[config.mk]
export PLATFORM = sky130hd
export DESIGN_NAME = token_ring_arbiter
export DESIGN_NICKNAME = d
export VERILOG_FILES = /design/src/rtl/token_ring_pkg.sv /design/src/rtl/token_ring_arbiter_rr_next_finder.sv /design/src/rtl/token_ring_arbiter.sv
export SDC_FILE = /design/constraint.sdc
export NUM_CORES = 1
export LEC_CHECK = 0
export ABC_AREA = 0
export CAP_MARGIN = 20
export CORE_AREA = 3 3 44 46
export CTS_CLUSTER_DIAMETER = 100
export DETAILED_ROUTE_END_ITERATION = 10
export DIE_AREA = 0 0 47 49
export PLACE_DENSITY = 0.68
export SLEW_MARGIN = 25
export SYNTH_ARGS = -nofsm -noshare
export SYNTH_HDL_FRONTEND = slang
export SYNTH_HIERARCHICAL = 1
export SYNTH_SLANG_ARGS = --single-unit
[constraint.sdc]
create_clock -name clk -period 2 [get_ports clk]
set_input_delay 0.3 -clock clk [delete_from_list [all_inputs] [get_ports clk]]
set_output_delay 0.3 -clock clk [all_outputs]
set_load 0.01 [all_outputs]
[src/rtl/token_ring_pkg.sv]
// Shared types and helpers for the token ring arbiter.
// Holds the FSM state type, the default sizing constants and a one-hot
// rotate helper that works for any ring width up to MAX_N.
package token_ring_pkg;

  localparam int DEF_N        = 4;
  localparam int DEF_MAX_HOLD = 4;

  // Widest ring the rotate helper supports.
  localparam int MAX_N = 64;

  typedef enum logic {
    SCAN  = 1'b0,
    GRANT = 1'b1
  } state_t;

  // Rotate the low n bits of v left by one; bit n-1 wraps into bit 0.
  function automatic logic [MAX_N-1:0] rotl1(input logic [MAX_N-1:0] v,
                                             input int n);
    logic [MAX_N-1:0] r;
    r    = '0;
    r[0] = v[n-1];
    for (int i = 1; i < MAX_N; i++) begin
      if (i < n) r[i] = v[i-1];
    end
    return r;
  endfunction

endpackage

[src/rtl/token_ring_arbiter_rr_next_finder.sv]
// Combinational search for the next requester after the token position,
// walking left around the ring. Returns one-hot, or zero when req is empty.
// Used by the top only when TOKEN_SKIP_EN is defined.
module rr_next_finder
  import token_ring_pkg::*;
#(
  parameter int N = DEF_N
) (
  input  logic [N-1:0] token,
  input  logic [N-1:0] req,
  output logic [N-1:0] nxt
);

  int   tpos;
  int   idx;
  logic found;

  // Locate the token, then take the first request found rotating left from it.
  always_comb begin
    nxt   = '0;
    tpos  = 0;
    idx   = 0;
    found = 1'b0;
    for (int i = 0; i < N; i++) begin
      if (token[i]) tpos = i;
    end
    for (int k = 1; k <= N; k++) begin
      idx = tpos + k;
      if (idx >= N) idx = idx - N;
      if (!found && req[idx]) begin
        nxt[idx] = 1'b1;
        found    = 1'b1;
      end
    end
  end

endmodule

[src/rtl/token_ring_arbiter.sv]
// Round-robin token ring arbiter for a shared datapath.
// A one-hot token circulates; the holder gets an exclusive grant for at most
// MAX_HOLD enabled cycles, after which the token always moves on.
// Optional build macro: TOKEN_SKIP_EN -- in SCAN the token jumps straight to
// the next requester instead of stepping one position per cycle.
module token_ring_arbiter
  import token_ring_pkg::*;
#(
  parameter int N        = DEF_N,
  parameter int MAX_HOLD = DEF_MAX_HOLD
) (
  input  logic         clk,
  input  logic         rst,
  input  logic         en,
  input  logic [N-1:0] req,
  output logic [N-1:0] gnt,
  output logic [N-1:0] token,
  output logic         busy,
  output logic         timeout
);

  localparam int CNT_W = $clog2(MAX_HOLD + 1);

  state_t           state, state_nxt;
  logic [CNT_W-1:0] hold_cnt, hold_nxt;
  logic [N-1:0]     token_nxt, gnt_nxt, token_rot, token_adv;
  logic             busy_nxt, timeout_nxt, own_req;
  logic [MAX_N-1:0] rot_wide;

  assign rot_wide  = rotl1(MAX_N'(token), N);
  assign token_rot = rot_wide[N-1:0];
  assign own_req   = |(req & token);

`ifdef TOKEN_SKIP_EN
  logic [N-1:0] skip_tok;

  rr_next_finder #(.N(N)) u_next (
    .token (token),
    .req   (req),
    .nxt   (skip_tok)
  );

  // With nobody requesting the token stays put rather than spinning.
  assign token_adv = (|req) ? skip_tok : token;
`else
  assign token_adv = token_rot;
`endif

  // State, token, grant and hold counter registers; reset drops gnt at once.
  always_ff @(posedge clk or posedge rst) begin
    if (rst) begin
      state    <= SCAN;
      token    <= N'(1);
      gnt      <= '0;
      busy     <= 1'b0;
      timeout  <= 1'b0;
      hold_cnt <= '0;
    end else begin
      state    <= state_nxt;
      token    <= token_nxt;
      gnt      <= gnt_nxt;
      busy     <= busy_nxt;
      timeout  <= timeout_nxt;
      hold_cnt <= hold_nxt;
    end
  end

  // Next-state logic: scan for the token holder, then hold its tenure.
  always_comb begin
    state_nxt   = state;
    token_nxt   = token;
    gnt_nxt     = gnt;
    busy_nxt    = busy;
    timeout_nxt = 1'b0;
    hold_nxt    = hold_cnt;
    unique case (state)
      SCAN: begin
        if (en) begin
          if (own_req) begin
            gnt_nxt   = token;
            busy_nxt  = 1'b1;
            hold_nxt  = CNT_W'(1);
            state_nxt = GRANT;
          end else begin
            token_nxt = token_adv;
          end
        end
      end
      GRANT: begin
        // A dropped request wins over a coincident expiry: no timeout pulse.
        if (!own_req || (en && hold_cnt == CNT_W'(MAX_HOLD))) begin
          gnt_nxt     = '0;
          busy_nxt    = 1'b0;
          token_nxt   = token_rot;
          timeout_nxt = own_req;
          hold_nxt    = '0;
          state_nxt   = SCAN;
        end else if (en) begin
          hold_nxt = hold_cnt + CNT_W'(1);
        end
      end
      default: state_nxt = SCAN;
    endcase
  end

endmodule

==> metrics.yaml, run 1 <==
timing.fmax_ghz: 0.594
ys_seq_area_share_pct: 49.0
grt_pass1_vias: 518
syn_inst: 65
syn-num-nets: 74
fin_worst_skew_ps: 5.79
syn_avg_cell_area_um2: 11.0
cts_sinks: 14
ys.flop_type: "dfrtp_1"
syn_area_um2: 717
synth_edf_count: 0
power_frac_comb_pct: 5.9
p_sw_mw: 0.0945
htree_num_levels: 1
start_util_pct: 46.5
io_buffers: 16
grt_usage_pct: 14.2
fin_crit_ps: 1680
hp-class: "in2async"
tightest_slew_ps: 515
layout.nets: 94
clkPwrFrac_pct: 33.8
synth_warnings: 6
worstSkewPairLatency_ps: 280
slew_violations: 0
cts-buffers-inserted: 3
cts_resized: 0
irDropWorstVdd_v: 0.000348
route.detailed.drc: 0
rows: 14
drive_gt1_share_pct: 14.3
die_x_um: 47
gp_congestion: 0.716
async_flop_share_pct: 100
hpwl_um: 1030
firstDrtPassIters: 3
ys_top_cells_by_area: "dfrtp_1 45%, mux2_1 6.3%, o2bb2ai_1 4.9%"
area_growth_pct: 28.4
fin_util_pct: 59.7
synth_most_common_cell: "dfrtp_1"
antennaDiodeCount: 0
finalSetupViolCount: 0
dieArea_um2: 2300
p_seq_share_pct: 60.3
pre_cts_slack_ps: 209
p_per_area_nw_per_um2: 509
slowest_stage: "dfstp_2"
totalNegativeSetupSlack_ps: 0
die_y_um: 49
worstPathCellList: "clkdlybuf4s50_1"
clkTransAtPathRegs_ps: 80
drtAntennaViolNets: 0
antenna_found_initial: 0
r2r_cells: 6
yosysUniqueCellTypes: 29
setup_ws_ps: 315
p_int_mw: 0.375
endpoint_kind: "output pin"
routed_wl_um: 1300
wl_per_cell_um: 13.0
cts_tree: "done"
post-cts-setup-buffers: 0
ys_ff_latch: 14
cp.required_ps: 1700
ioPinCount: 17
status: "complete, no violations"
grt_pass1_wl_um: 2370
synth_top_area_share_pct: 45.4
cts_root_buf: "clkbuf_4"
grt_max_degree: 15
hold_viol_final: 0
grt_setup_unrepaired: "false"
crit_path_max_fanout: 5
grt_overflow: 0
critical_path_class: "reg2out"
crit_family: "flip-flops"
swShare_pct: 20.2
r2r_slack_ps: 420
cts.path.max_buffers: 2
slew_headroom_pct: 65.7
leakage_nw: 0.388
crit_buf_inv: 1
yosys.area.top_type: "dfrtp_1"
avgViaCountPerCell: 5.45
slowest_delay_ps: 570
cts_hold_buf: 0
core-area_um2: 1540
cp-start-kind: "flop"
fin_crit_sh_pct: 84.2
maxCapViolations: 0
dr.first_iter.drc_count: 3
worstReg2RegEnd: "token[1]"
r2r_start: "hold_cnt[1]"
vias: 545
crit_arrival_ps: 1380
==> stage by stage <==
stage,hold WS [ps],cells,cell area [um^2],power [mW]
2_1_floorplan,189,65,717,0.301
3_3_place_gp,504,96,895,0.317
3_5_place_dp,508,96,895,0.317
4_1_cts,356,100,921,0.479
5_1_grt,383,100,921,0.493
6_report,347,100,921,0.469
==> worst max path at each step <==
stage,from,cells past startpoint,endpoint
6_report,token[0],1,token[0]
5_1_grt,token[0],1,token[0]
4_1_cts,token[0],1,token[0]
3_5_place_dp,req[2],5,token[1]
3_3_place_gp,req[2],5,token[1]
2_1_floorplan,hold_cnt[1],6,token[3]
==> per-layer routing <==
metal	vias up	share of wire [%]	track usage (%)	wire length [um]
li1	282	-	-	-
met1	247	48	19.5	624
met2	11	45	19.0	577
met3	5	4.8	5.54	62
met4	0	2.5	6.91	32
met5	-	0	0	0
==> worst reg2reg max path: cells and delay by family, from the launching register on <==
kind	cells	cell delay (ps)
multiplexers	1	340
flip-flops	1	380
adder cells (fa/ha/maj)	1	150
AND/OR/NAND/NOR	2	430
buffers and inverters	1	90
AO/OA/AOI/OAI	1	80
==> cells by family after synthesis <==
kind of cell | count (synthesis) | synth area share (%)
AO/OA/AOI/OAI | 23 | 23.7
AND/OR/NAND/NOR | 15 | 11.3
flip-flops | 14 | 49.0
buffers and inverters | 6 | 4.01
multiplexers | 5 | 8.38
adder cells (fa/ha/maj) | 2 | 3.49
==> sequential cells by signal (all words and copies together), names as in the netlist <==
register	count
busy	1
gnt	4
hold_cnt	3
state	1
timeout	1
token	4
==> power groups by stage <==
| stage | sequential, mW | combinational (mW) | clock, mW |
|---|---|---|---|
| floorplan | 0.288 | 0.0121 | 0 |
| global route | 0.283 | 0.0311 | 0.179 |
| global placement | 0.288 | 0.0282 | 0 |
| CTS | 0.283 | 0.0284 | 0.168 |
| finish | 0.283 | 0.0277 | 0.158 |
| detailed placement | 0.288 | 0.0284 | 0 |
==> cell type report <==
cell class | instances | area [um^2]
Clock buffer | 4 | 26.3
Tap cell | 16 | 20.0
Sequential cell | 14 | 352
Fill cell | 141 | 621
Multi-Input combinational cell | 45 | 337
Timing Repair Buffer | 18 | 175
Inverter | 3 | 11.3
==> cell usage in the layout (no fill, tap or decap), drive strengths merged, types with 2 or more instances in the layout <==
cell	count
a21oi	4
a22oi	6
buf	2
clkbuf	4
clkdlybuf4s50	16
dfrtp	13
ha	2
inv	3
mux2	5
nand2	4
nor2	3
nor2b	2
o21ai	6
o2bb2ai	4
Power figures use the tool's default switching activity.
==> inputs of run 2 (changes only) <==
Settings changed: CORE_AREA 3 3 44 46 to 3 3 46 48, DIE_AREA 0 0 47 49 to 0 0 49 51, PLACE_DENSITY 0.68 to 0.65.
Clock period 2 ns to 1.5 ns, I/O delays scaled along.
==> run 2 against run 1 <==
Wire length rose by 26%. Sequential share of layout area down 7.4 points. Largest cell class is now multi-input gates. Clock power rose by 48%. Total power rose by 40%. Global-route usage increased by 0.13 points. Utilization rose by 5.8 points. Critical path depth up 5. Register-to-register slack got worse by 410 ps. Hold slack got worse by 85 ps. Cell count rose by 25%. Largest power group unchanged. Sequential power is 33% higher.
==> metrics.yaml, run 2 (same netlist as run 1, synthesis figures left out) <==
status: "complete, no violations"
antenna_found_initial: 0  # unchanged
num-fill-cells: 146  # +3.5%
r2r_cells: 6  # unchanged
maxCapViolations: 0  # unchanged
fin_util_pct: 65.5  # +5.8 points
cp.required_ps: 1670  # -30 ps
finalSetupViolCount: 0  # unchanged
fin_worst_skew_ps: 11.0  # +5.22 ps
cp-startpoint: "hold_cnt[1]"
leakage_nw: 0.514  # +33%
rows: 15  # +1
p_sw_mw: 0.153  # +62%
hp-class: "in2async"
clkPwrFrac_pct: 35.7  # +1.9 points
vias: 627  # +15%
ioPinCount: 17  # unchanged
crit_arrival_ps: 1670  # +290 ps
grt_usage_pct: 14.4  # +0.13 points
slowest_delay_ps: 400  # -170 ps
cts_tree: "done"
p_total_mw: 0.655  # +40%
p_seq_share_pct: 57.5  # -2.8 points
final_common_cell: "buf_4"
drive_gt1_share_pct: 45.0  # +31 points
top_regs: "gnt (4), token (4), hold_cnt (3)"
io_buffers: 16  # unchanged
fin_crit_ps: 1490
cts-buffers-inserted: 3  # unchanged
drtAntennaViolNets: 0  # unchanged
p_int_mw: 0.502  # +34%
cts_sinks: 14  # unchanged
dp_cells: 113  # +18%
timing.fmax_ghz: 0.669
firstDrtPassIters: 4  # +1
grt_pass1_vias: 581  # +12%
r2r_slack_ps: 5  # -410 ps
tightest_slew_ps: 531  # +16.1 ps
irDropWorstVdd_v: 0.000538  # +54%
fin_crit_sh_pct: 99.7
pre_cts_slack_ps: -232  # -442 ps
avgViaCountPerCell: 5.02  # -8.0%
route.detailed.drc: 0  # unchanged
clkTransAtPathRegs_ps: 90  # about the same
multi_input_area_um2: 430  # +28%
slowest_stage: "dfrtp_1"
wl_per_cell_um: 13.1  # +0.93%
power_frac_comb_pct: 6.8  # +0.9 points
layout.nets: 110  # +17%
die_x_um: 49  # +4.3%
gp_congestion: 0.712  # -0.52%
dr.first_iter.drc_count: 4  # +1
endpoint_kind: "flop"
antennaDiodeCount: 0  # unchanged
final_area_um2: 1140  # +24%
layout_common_cells: "18 x buf_4, 13 x dfrtp_1, 11 x clkdlybuf4s50_1"
hold_viol_final: 0  # unchanged
cts.path.max_buffers: 2  # unchanged
core-area_um2: 1750  # +13%
die_y_um: 51  # +4.1%
worstSkewPairLatency_ps: 290  # about the same
worstPathCellList: "inv_2, ha_4, and3_4, a21oi_4, nor2_4, mux2_4"
grt_setup_unrepaired: "true"
dieArea_um2: 2500  # +8.5%
r2r_start: "hold_cnt[1]"
slew_headroom_pct: 64.6  # -1.1 points
setup_ws_ps: 5.25  # -310 ps
grt_pass1_wl_um: 2690  # +14%
regArea_um2: 352  # unchanged
stdcell_count: 125  # +25%
grt_max_degree: 15  # unchanged
swShare_pct: 23.4  # +3.2 points
area_growth_pct: 59.5
cp-start-kind: "flop"
htree_num_levels: 1  # unchanged
routed_wl_um: 1640  # +26%
hpwl_um: 1120  # +8.4%
slew_violations: 0  # unchanged
grt_overflow: 0  # unchanged
crit_path_max_fanout: 4  # -1
cts_root_buf: "clkbuf_4"
start_util_pct: 41.1  # -5.4 points
p_per_area_nw_per_um2: 573  # +13%
postPlaceCellArea_um2: 966  # +8.0%
critical_path_class: "reg2reg"
==> run 2: final cells by class <==
class	count	share of cell area, %
tap	25	2.74
clock buffer	4	2.30
inverter	3	0.985
multi-input combinational	45	37.6
timing repair buffer	34	25.6
sequential	14	30.7
==> run 2: path summary, 6_finish.rpt <==
kind | end
max in group asynchronous | token[0]
setup reg to reg | token[3]
setup / recovery | token[3]
hold reg to reg | busy
hold / removal | gnt[2]
min in group clk | busy
==> run 2: power groups by stage <==
stage                     registers [mW]  clock network [mW]  logic (mW)
final                              0.377               0.234      0.0443
after global routing               0.377               0.257      0.0484
after CTS                          0.377               0.232      0.0411
after detailed placement           0.385                   0      0.0386
after global placement             0.385                   0      0.0382
after floorplan                    0.385                   0      0.0162
==> run 2: metal layers <==
layer	GRT usage (%)	vias to the layer above	wire [um]
met5	0	-	0
met4	8.53	0	54
met3	2.62	6	41
met2	23.5	13	746
met1	17.6	294	792
li1	-	314	-
==> run 2: critical path, delay by kind of cell (launching register included) <==
| family | cells | cell delay, ps |
|---|---|---|
| flip-flops | 1 | 400 |
| multiplexers | 1 | 310 |
| AND/OR/NAND/NOR | 2 | 400 |
| adder cells (fa/ha/maj) | 1 | 130 |
| buffers and inverters | 1 | 80 |
| AO/OA/AOI/OAI | 1 | 40 |
==> run 2: repair_timing <==
| item | in CTS | in global routing |
|---|---|---|
| hold endpoints to repair | 0 | 0 |
| pin swaps | 1 | 11 |
| buffers inserted | 1 | 7 |
| resized for setup | 11 | 15 |
| setup endpoints to repair | 10 | 10 |
| hold buffers | 0 | 0 |
==> run 2: metrics by stage <==
stage	hold slack [ps]	setup TNS [ps]
3_5_place_dp	503	-1370
2_1_floorplan	114	0
4_1_cts	286	0
3_3_place_gp	499	-1220
6_report	262	0
5_1_grt	322	-252
==> inputs of run 3 (changes only) <==
Settings changed: CORE_AREA 3 3 46 48 to 2 2 41 43, DIE_AREA 0 0 49 51 to 0 0 43 45, PLACE_DENSITY 0.65 to 0.74.
Clock period 1.5 ns to 1.75 ns, I/O delays scaled along.
==> run 3 against run 2 <==
Register-to-register slack improved by 140 ps. Final area shrank 19%. Via count decreased by 12%. Clock power down 25%. Die area decreased by 23%.
==> metrics.yaml, run 3 (same netlist as run 1, synthesis figures left out) <==
status: "complete, no violations"
clkTransAtPathRegs_ps: 70  # -20 ps
vias: 552  # -12%
final_area_um2: 921  # -19%
cts_hold_buf: 0  # unchanged
slew_violations: 0  # unchanged
rows: 14  # -1
routed_wl_um: 1330  # -19%
ioPinCount: 17  # unchanged
slowest_delay_ps: 570  # +170 ps
leakage_nw: 0.388  # -25%
slowest_stage: "dfstp_2"
hp-class: "in2async"
pre_cts_slack_ps: -1.37  # +231 ps
antenna_found_initial: 0  # unchanged
top_regs: "gnt (4), token (4), hold_cnt (3)"
finalSetupViolCount: 0  # unchanged
p_per_area_nw_per_um2: 577  # +0.59%
cts.path.max_buffers: 2  # unchanged
antennaDiodeCount: 0  # unchanged
endpoint_kind: "output pin"
drive_gt1_share_pct: 14.3  # -31 points
grt_setup_unrepaired: "false"
irDropWorstVdd_v: 0.000432  # -20%
layout.nets: 94  # -15%
crit_arrival_ps: 1380  # -290 ps
cts_resized: 0  # -11
slew_headroom_pct: 65.6  # +1.0 points
critical_path_class: "reg2out"
route.detailed.drc: 0  # unchanged
worstPathCellList: "clkdlybuf4s50_1"
fin_crit_sh_pct: 93.9
worstSkewPairLatency_ps: 270  # -20 ps
layout_common_cells: "16 x clkdlybuf4s50_1, 13 x dfrtp_1"
avgViaCountPerCell: 5.52  # +10%
post-cts-setup-buffers: 0  # -1
timing.fmax_ghz: 0.609
cp.required_ps: 1490  # -180 ps
crit_buf_inv: 1  # unchanged
core-area_um2: 1470  # -16%
gp_congestion: 0.728  # +2.1%
cp-start-kind: "flop"
setup_ws_ps: 107  # +102 ps
maxCapViolations: 0  # unchanged
die_y_um: 45  # -12%
drtAntennaViolNets: 0  # unchanged
grt_max_degree: 15  # unchanged
fin_crit_ps: 1640
cts-buffers-inserted: 3  # unchanged
htree_num_levels: 1  # unchanged
grt_pass1_wl_um: 2180  # -19%
cts_root_buf: "clkbuf_4"
cts_sinks: 14  # unchanged
r2r_start: "hold_cnt[1]"
grt_overflow: 0  # unchanged
dr.first_iter.drc_count: 12  # +8
tightest_slew_ps: 516  # -14.9 ps
crit_path_max_fanout: 5  # +1
crit_family: "flip-flops"
fin_worst_skew_ps: 5.02  # -6.00 ps
r2r_slack_ps: 150  # +140 ps
hpwl_um: 1030  # -8.0%
postPlaceCellArea_um2: 895  # -7.4%
wl_per_cell_um: 13.3  # +1.7%
cts_tree: "done"
grt_usage_pct: 15.9  # +1.5 points
grt_pass1_vias: 488  # -16%
start_util_pct: 48.7  # +7.6 points
worstReg2RegEnd: "token[3]"
die_x_um: 43  # -12%
r2r_cells: 6  # unchanged
final_common_cell: "clkdlybuf4s50_1"
hold_viol_final: 0  # unchanged
dieArea_um2: 1940  # -23%
firstDrtPassIters: 4  # unchanged
io_buffers: 16  # unchanged
area_growth_pct: 28.4
## run 3: cell count changes in the layout (fill, tap and decap cells not counted), sizes merged
cell / before / now
dlymetal6s2s: 1 / 0
dlygate4sd2: 4 / 0
buf: 18 / 2
clkdlybuf4s50: 11 / 16
## run 3: area by class of cell
| type | instances | area, um^2 |
|---|---|---|
| Fill cell | 132 | 551 |
| Sequential cell | 14 | 352 |
| Multi-Input combinational cell | 45 | 337 |
| Timing Repair Buffer | 18 | 175 |
| Clock buffer | 4 | 26.3 |
| Tap cell | 16 | 20.0 |
| Inverter | 3 | 11.3 |
## run 3: how the worst max path moves through the flow
stage                startpoint  slack (ps)        to  depth (start not counted)
floorplan           hold_cnt[1]         280  token[3]                          6
global placement         req[2]          10  token[3]                          5
detailed placement       req[2]          -1  token[2]                          5
CTS                    token[0]          90  token[0]                          1
global route        hold_cnt[1]          30  token[2]                          6
finish                 token[0]         110  token[0]                          1
## run 3: report_power, final
group	internal [mW]	switching [mW]	leakage [nW]
clock network	0.0882	0.0877	0.0150
registers	0.323	0	0.187
logic	0.0163	0.0155	0.186
total	0.428	0.103	0.388
## run 3: per-layer routing
metal  vias to the layer above  global-route usage [%]  share of wire, %
met4                         0                    3.64              0.98
li1                        280                       -                 -
met1                       263                    20.5                47
met2                         7                    24.8                48
met5                         -                       0                 0
met3                         2                    7.20               3.8
## run 3: metrics by stage
step / util (%) / hold slack (ps) / cells / setup TNS (ps) / total power [mW]
2_1_floorplan: - / 151 / 65 / 0 / 0.344
3_3_place_gp: 60.8 / 502 / 96 / 0 / 0.361
3_5_place_dp: 60.8 / 501 / 96 / -1.37 / 0.362
4_1_cts: 62.6 / 344 / 100 / 0 / 0.543
5_1_grt: 62.6 / 372 / 100 / 0 / 0.558
6_report: 62.6 / 322 / 100 / 0 / 0.531
